### src/rtl/run_ctrl_pkg.sv
// Shared types for the run sequencer: controller state encoding and
// program-select codes.
package run_ctrl_pkg;

  typedef enum logic [2:0] {
    ST_IDLE = 3'd0,
    ST_HOLD = 3'd1,
    ST_INIT = 3'd2,
    ST_RUN  = 3'd3,
    ST_DONE = 3'd4
  } state_e;

  // ProgSel code 3 has no program of its own and falls back to program 0.
  localparam logic [1:0] SEL_PROG0     = 2'd0;
  localparam logic [1:0] SEL_PROG1     = 2'd1;
  localparam logic [1:0] SEL_PROG2     = 2'd2;
  localparam logic [1:0] SEL_PROG0_ALT = 2'd3;

endpackage

### src/rtl/run_ctrl_cycle_counter.sv
// Run-length counter: sync clear has priority over enable. The terminal
// flag marks the last cycle before the watchdog limit is reached.
module cycle_counter
  import run_ctrl_pkg::*;
#(
  parameter int CNT_W      = 16,
  parameter int MAX_CYCLES = 50000
) (
  input  logic             clk_i,
  input  logic             rst_i,
  input  logic             clr_i,
  input  logic             en_i,
  output logic [CNT_W-1:0] count_o,
  output logic             tc_o
);

  logic [CNT_W-1:0] count_q, count_d;

  always_comb begin
    count_d = count_q;
    if (clr_i) begin
      count_d = '0;
    end else if (en_i) begin
      count_d = count_q + 1'b1;
    end
  end

  always_ff @(posedge clk_i) begin
    if (rst_i) begin
      count_q <= '0;
    end else begin
      count_q <= count_d;
    end
  end

  assign count_o = count_q;
  assign tc_o    = (count_q == CNT_W'(MAX_CYCLES - 1));

endmodule

### src/rtl/run_ctrl.sv
// Run sequencer: turns the Start/Ack handshake into preload hold, a one-cycle
// PC load and a gated run phase ended by Halt or the watchdog.
module run_ctrl
  import run_ctrl_pkg::*;
#(
  parameter int PC_W       = 10,
  parameter int CNT_W      = 16,
  parameter int MAX_CYCLES = 50000,
  parameter int PROG0_ADDR = 0,
  parameter int PROG1_ADDR = 128,
  parameter int PROG2_ADDR = 256
) (
  input  logic             Clk,
  input  logic             Reset,
  input  logic             Start,
  input  logic [1:0]       ProgSel,
  input  logic             Halt,
  output logic             RunEn,
  output logic             PcLoad,
  output logic [PC_W-1:0]  PcStart,
  output logic             Ack,
  output logic             Timeout,
  output logic [CNT_W-1:0] CycleCount,
  output logic [2:0]       DbgState
);

  // Handshake: Start is a level, not a pulse. The bench holds it high for
  // the whole preload; its falling edge in HOLD launches the run, and a
  // rising level in DONE requests the next run (dropping Ack at once).
  state_e          state_q, state_d;
  logic            run_en_q, pc_load_q, ack_q, timeout_q, timeout_d;
  logic [PC_W-1:0] pc_start_q, pc_start_d, sel_addr;
  logic            cnt_clr, cnt_en, cnt_tc;

  always_comb begin
    case (ProgSel)
      SEL_PROG1: sel_addr = PC_W'(PROG1_ADDR);
      SEL_PROG2: sel_addr = PC_W'(PROG2_ADDR);
      default:   sel_addr = PC_W'(PROG0_ADDR);
    endcase
  end

  always_comb begin
    state_d    = state_q;
    timeout_d  = timeout_q;
    pc_start_d = pc_start_q;
    cnt_clr    = 1'b0;
    cnt_en     = 1'b0;
    case (state_q)
      ST_IDLE: begin
        if (Start) state_d = ST_HOLD;
      end
      ST_HOLD: begin
        pc_start_d = sel_addr;
        if (!Start) begin
          state_d   = ST_INIT;
          timeout_d = 1'b0;
          cnt_clr   = 1'b1;
        end
      end
      ST_INIT: begin
        state_d = ST_RUN;
      end
      ST_RUN: begin
        cnt_en = 1'b1;
        // Halt takes priority so a program finishing on the last allowed
        // cycle is not reported as a timeout.
        if (Halt) begin
          state_d = ST_DONE;
        end else if (cnt_tc) begin
          state_d   = ST_DONE;
          timeout_d = 1'b1;
        end
      end
      ST_DONE: begin
        if (Start) state_d = ST_HOLD;
      end
      default: state_d = ST_IDLE;
    endcase
  end

  // Outputs are registered from the next state so they align with it.
  always_ff @(posedge Clk) begin
    if (Reset) begin
      state_q    <= ST_IDLE;
      run_en_q   <= 1'b0;
      pc_load_q  <= 1'b0;
      ack_q      <= 1'b0;
      timeout_q  <= 1'b0;
      pc_start_q <= PC_W'(PROG0_ADDR);
    end else begin
      state_q    <= state_d;
      run_en_q   <= (state_d == ST_RUN);
      pc_load_q  <= (state_d == ST_INIT);
      ack_q      <= (state_d == ST_DONE);
      timeout_q  <= timeout_d;
      pc_start_q <= pc_start_d;
    end
  end

  cycle_counter #(
    .CNT_W      (CNT_W),
    .MAX_CYCLES (MAX_CYCLES)
  ) u_cycle_counter (
    .clk_i   (Clk),
    .rst_i   (Reset),
    .clr_i   (cnt_clr),
    .en_i    (cnt_en),
    .count_o (CycleCount),
    .tc_o    (cnt_tc)
  );

  assign RunEn    = run_en_q;
  assign PcLoad   = pc_load_q;
  assign PcStart  = pc_start_q;
  assign Ack      = ack_q;
  assign Timeout  = timeout_q;
  assign DbgState = state_q;

endmodule

### config.mk
export PLATFORM = sky130hd
export DESIGN_NAME = run_ctrl
export DESIGN_NICKNAME = d
export VERILOG_FILES = /design/src/rtl/run_ctrl_pkg.sv /design/src/rtl/run_ctrl_cycle_counter.sv /design/src/rtl/run_ctrl.sv
export SDC_FILE = /design/constraint.sdc
export NUM_CORES = 1
export LEC_CHECK = 0
export ABC_CLOCK_PERIOD_IN_PS = 1800
export CAP_MARGIN = 30
export CORE_ASPECT_RATIO = 1.4
export CORE_MARGIN = 4
export CORE_UTILIZATION = 35
export CTS_CLUSTER_SIZE = 28
export DETAILED_ROUTE_END_ITERATION = 10
export MAX_ROUTING_LAYER = met4
export SYNTH_ARGS = -nofsm -noshare
export SYNTH_HDL_FRONTEND = slang
export SYNTH_SLANG_ARGS = --single-unit
### constraint.sdc
create_clock -name Clk -period 1.8 [get_ports Clk]
set_input_delay 0.27 -clock Clk [delete_from_list [all_inputs] [get_ports Clk]]
set_output_delay 0.27 -clock Clk [all_outputs]
set_load 0.05 [all_outputs]
; After elaboration in Yosys (flattened, before gate mapping)
; Cells that the tools add are included.
[classes]
order_cmp = 0
add_sub_neg = 1
mux = 13
div = 0
n_reduce_logical = 5
multipliers = 0
shifts = 0
n_eq_ne = 13
bitwise = 0
[ops]
columns = cell, count
row1 = 9-bit case mux with 2 select lines, 1
row2 = "16-bit by 1-bit adder with 16-bit output, second input constant", 1
row3 = "16-bit == test, second input constant", 1
row4 = "3-bit by 2-bit == test with 1-bit output, second input constant", 4
row5 = 3-bit two-way mux, 4
row6 = 3-bit case mux with 4 select lines, 1
row7 = "3-bit == test, second input constant", 2
row8 = 1-bit two-way mux, 6
row9 = "2-bit != test, second input constant", 3
row10 = 4-bit AND reduction, 1
row11 = 2-bit OR reduction, 2
row12 = "3-bit by 1-bit == test with 1-bit output, second input constant", 1
row13 = 3-bit zero test, 1
row14 = "2-bit by 1-bit == test with 1-bit output, second input constant", 1
row15 = "2-bit == test, second input constant", 1
row16 = 1-bit case mux with 2 select lines, 1
row17 = 2-bit nonzero test, 1
[totals]
n_memories = 0
wordCells = 39
output_inout_bits = 33
ram_bits = 0
mem_bits_ro = 0
latch_bits = 0
input_bits = 6
regBits = 33

; Depth between registers and ports, before layout
[depth]
ltp_word = 5
depth_mapped = 6

; By module
; Synthesis repeated with hierarchy kept, for this count alone.
[hier_totals]
hier_cells = 135
hier_area_um2 = 1237.4
[modules_own_cells]
columns = module, cells_per_inst, seq_area_each_um2, area_per_inst_um2, n_inst
row1 = cycle_counter, 87, 320.3, 779.5, 1
row2 = run_ctrl, 48, 180.2, 457.9, 1

; Worst setup path after synthesis
; No wires, ideal clock.
[synth_timing]
kind = flip-flop to flip-flop
startpoint = register u_cycle_counter.count_q[0], in the netlist u_cycle_counter.count_o[0]
endpoint = register u_cycle_counter.count_q[14], in the netlist u_cycle_counter.count_o[14]
path_slack_ns = -0.240
t_arrival_ns = 1.970
path_stages_with_launch = 6
path_cell_list = dfxtp_1 ha_1 nand3_1 or3_4 or3_1 a21oi_1
[synth_between]
elab_chain_len = 1
[synth_lines]
columns = item, line_no
row1 = from (decl), run_ctrl_cycle_counter.sv:17  ; logic [CNT_W-1:0] count_q, count_d;
row2 = from (signal assigned), run_ctrl_cycle_counter.sv:32  ; count_q <= count_d;
row3 = 16-bit by 1-bit adder with 16-bit output, run_ctrl_cycle_counter.sv:24  ; count_d = count_q + 1'b1;
; Every way passes these cells.
; A chain may end at the register's enable or synchronous reset.

; Worst setup path in the final report
[layout_timing]
startpoint = register state_q[2], in the netlist DbgState[2]
endpoint = register u_cycle_counter.count_q[15], in the netlist u_cycle_counter.count_o[15]
[layout_between]
elab_chain_len = 3
elab_cells_between_ends = 5
cone_classes = 2 x eq/ne / 2 x mux / 1 x reduce/logical
[layout_lines]
columns = item, line_no
row1 = from (decl), run_ctrl.sv:30  ; state_e state_q, state_d;
row2 = from (signal assigned), run_ctrl.sv:92  ; state_q <= state_d;
row3 = 3-bit by 1-bit == test with 1-bit output, run_ctrl.sv:49  ; case (state_q)
row4 = 1-bit two-way mux, run_ctrl.sv:49
row5 = 2-bit OR reduction (no line), -
; Parallel ways exist; a longest one is shown, timed or not.

==> impl_results.md <==
- Nets: 181
- I/O Pins: 39
- Final Max Slew Viols: 0
- Synth unique cells: 37
- Width of the die: 57.33 microns
- Warnings, synthesis: 0
- Worst skew pair latency: 0.26 ns
- Die Ht: 77.06 microns
- Initial core utilization: 37.46%
- P_int: 0.0007554 W
- RSZ-0062 raised after global routing: false
- Flop pwr share: 54.8%
- Core Region: 3183 sq um
- Routed WL per cell: 13.13 microns
- Crit-path max FO: 8
- Clock Skew: 0.003089 ns
- Logic pwr share: 13.7%
- Port bufs: 30
- Share of layout cells above drive strength 1: 27.17%
- DRC: 0
- P&R area growth vs syn: 30.22%
- Final period util: 93.79%
- Fmax: 592.3 MHz
- Rows: 24
- CP arrival: 1.90 ns
- Total GRT Usage: 13.07%
- Hold WC Path Type: flop to flop
- First-pass iteration count of the detailed router: 4
- Antenna cells: 0
- Synthesized area: 1192 sq um
- Worst Setup Start Kind: flop
- Finished Layout Cells: 212
- Routed WL: 2.784 mm
- Layout filler cell count: 327
- Max_slew headroom: 63.98%
- CTS tree: built
- Avg Inst Size Synth: 8.641 sq um
- Net Sw Frac: 26.47%
- Worst IR Drop VDD: 0.3803 mV
- Clock share of power: 31.5%
- Switching power: 0.0002719 W
- Antenna Violating Nets Remaining: 0
- Vias in the first global route: 990
- Worst slew pin tran: 0.5328 ns
- Worst setup EP type: flop
- CP Data Required Time: 2.01 ns
- Hpwl dp: 2.222 mm
- Post-synthesis sequential area ratio: 41.97%
- Tmin final: 1.688 ns
- TritonCTS Buffers: 3
- GRT Residual Overflow: 0
- Vias: 1105
- Die footprint: 4418 sq um
- Initial antenna violation count: 0
- RD Place Congestion: 0.7950
- #FFs+latches synth: 25
- Leak pwr: 0.6033 nW
- Final setup violation count: 0
- Setup TNS: 0 ns
- Bufs on Longest Clock Path: 2
- H-tree Lvls: 1
- Largest net degree at the start of global routing: 15
- Max Cap Violations: 0
- Cell Pwr Density: 661.6 nW/um^2
- Number of vias per cell: 5.212
- Final hold vios: 0
- CTS Sinks: 25
- Placed cells: 208
- Hold_buf cts: 0
- Post-Syn Instances: 138
- Setup Crit Path Kind: flop to flop
- Initial DRC count: 38
- Clock root cell: clkbuf_8
- First-pass GRT wire length: 4.505 mm
- CTS clk-pin slew, worst paths: 0.09 ns
- Status: finished, final reports clean
worst paths after layout:
kind / start / to / cells past startpoint / slack (ns)
worst max register to register: DbgState[2] / u_cycle_counter.count_o[15] / 4 / 0.11
worst max-delay path: DbgState[2] / u_cycle_counter.count_o[15] / 4 / 0.11
worst min register to register: Timeout / Timeout / 1 / 0.48
worst min-delay path: Timeout / Timeout / 1 / 0.48
metrics by stage:
stage,hold slack [ns],cell area (sq um),utilization (%),setup WS (ns),total power (W)
after global routing,0.4833,1553,48.78,0.002227,0.001065
after detailed placement,0.4595,1500,47.13,0.01366,0.0007159
after global placement,0.4535,1500,47.13,0.04190,0.0007138
after floorplan,0.4338,1235,-,-0.007710,0.0006889
after CTS,0.4795,1546,48.58,0.03317,0.001037
final,0.4761,1553,48.78,0.1117,0.001027
placed cells by master (no fill, tap or decap), drive strengths merged, types with 4 or more instances in the layout:
cell / count
a21oi: 5
buf: 28
clkdlybuf4s50: 11
conb: 8
dfxtp: 25
nand2: 11
nand3: 5
nand4: 5
nor2: 15
nor3: 6
o211ai: 4
o21ai: 5
or4: 4
xnor2: 7
flip-flops by register name, summed over array words and instances, names as in the netlist:
| name | flops |
|---|---|
| Ack | 1 |
| PcLoad | 1 |
| DbgState | 3 |
| Timeout | 1 |
| u_cycle_counter.count_o | 16 |
| RunEn | 1 |
| PcStart | 2 |
worst max-delay path, stage by stage (launching register included):
cell and delay [ns]:
dfxtp_2 0.33, nand3b_1 0.26, or3_4 0.48, or4_1 0.48
nand2_1 0.09
per-layer routing:
layer	wire length, microns	vias up	GRT usage, %	share of wire, %
li1	-	548	-	-
met1	1099	521	14.54	39
met2	1478	34	23.11	53
met3	184	2	2.353	6.6
met4	22	0	4.176	0.79
met5	0	-	-	0
what timing repair did:
action | 4_1_cts | 5_1_grt
setup buffers | 0 | 0
resized for setup | 0 | 2
setup endpoints to repair | 0 | 3
power groups by stage:
stage               combinational (W)  sequential [W]  clock, W
CTS                          0.000141        0.000563  0.000334
global route                 0.000150        0.000564  0.000352
finish                       0.000141        0.000563  0.000324
global placement             0.000138        0.000575         0
floorplan                   0.0000865        0.000602         0
detailed placement           0.000140        0.000576         0
cell type report:
cell class	count	area (sq um)	area share (%)
multi-input cells	102	609.3	39.24
flip-flops and latches	25	516.7	33.28
repair buffers	39	320.3	20.63
well taps	39	48.80	3.143
clock buffers	3	41.29	2.659
inverters	3	11.26	0.7252
clock inverters	1	5.005	0.3223
synthesized netlist by cell type, drive strengths merged:
library cell	number	share of area, %
xor2	2	1.5
nor4b	3	2.2
or3	3	2.0
or2	1	0.52
a21oi	5	2.1
or4	4	2.5
and3b	1	0.84
nand4	5	2.6
buf	12	7.7
and3	1	0.52
nor4	2	1.0
a2111oi	1	0.73
conb	1	0.31
or2b	1	0.63
xnor2	7	5.1
clkbuf	3	1.0
a2bb2oi	1	0.73
o21a	2	1.3
o211ai	4	2.5
o21ai	5	2.1
a211oi	1	0.63
dfxtp	25	42
nor3	6	2.5
and4	2	1.5
nor2b	1	0.52
nand3b	3	1.9
nand2	11	3.5
nand3	5	2.1
a41oi	1	0.73
inv	3	0.94
nor2	15	4.7
ha	1	1.0
cell families after synthesis:
group,count (synthesis),synth area share [%]
xor gates and xnor gates,9,6.611
and+or+nand+nor,64,29.59
DFF,25,41.97
adders and majority gates,1,1.049
AOI/OAI and AO/OA,20,10.81
buffers and inverters,18,9.653
other,1,0.3145
No activity file was read; power rests on OpenSTA's default activity.
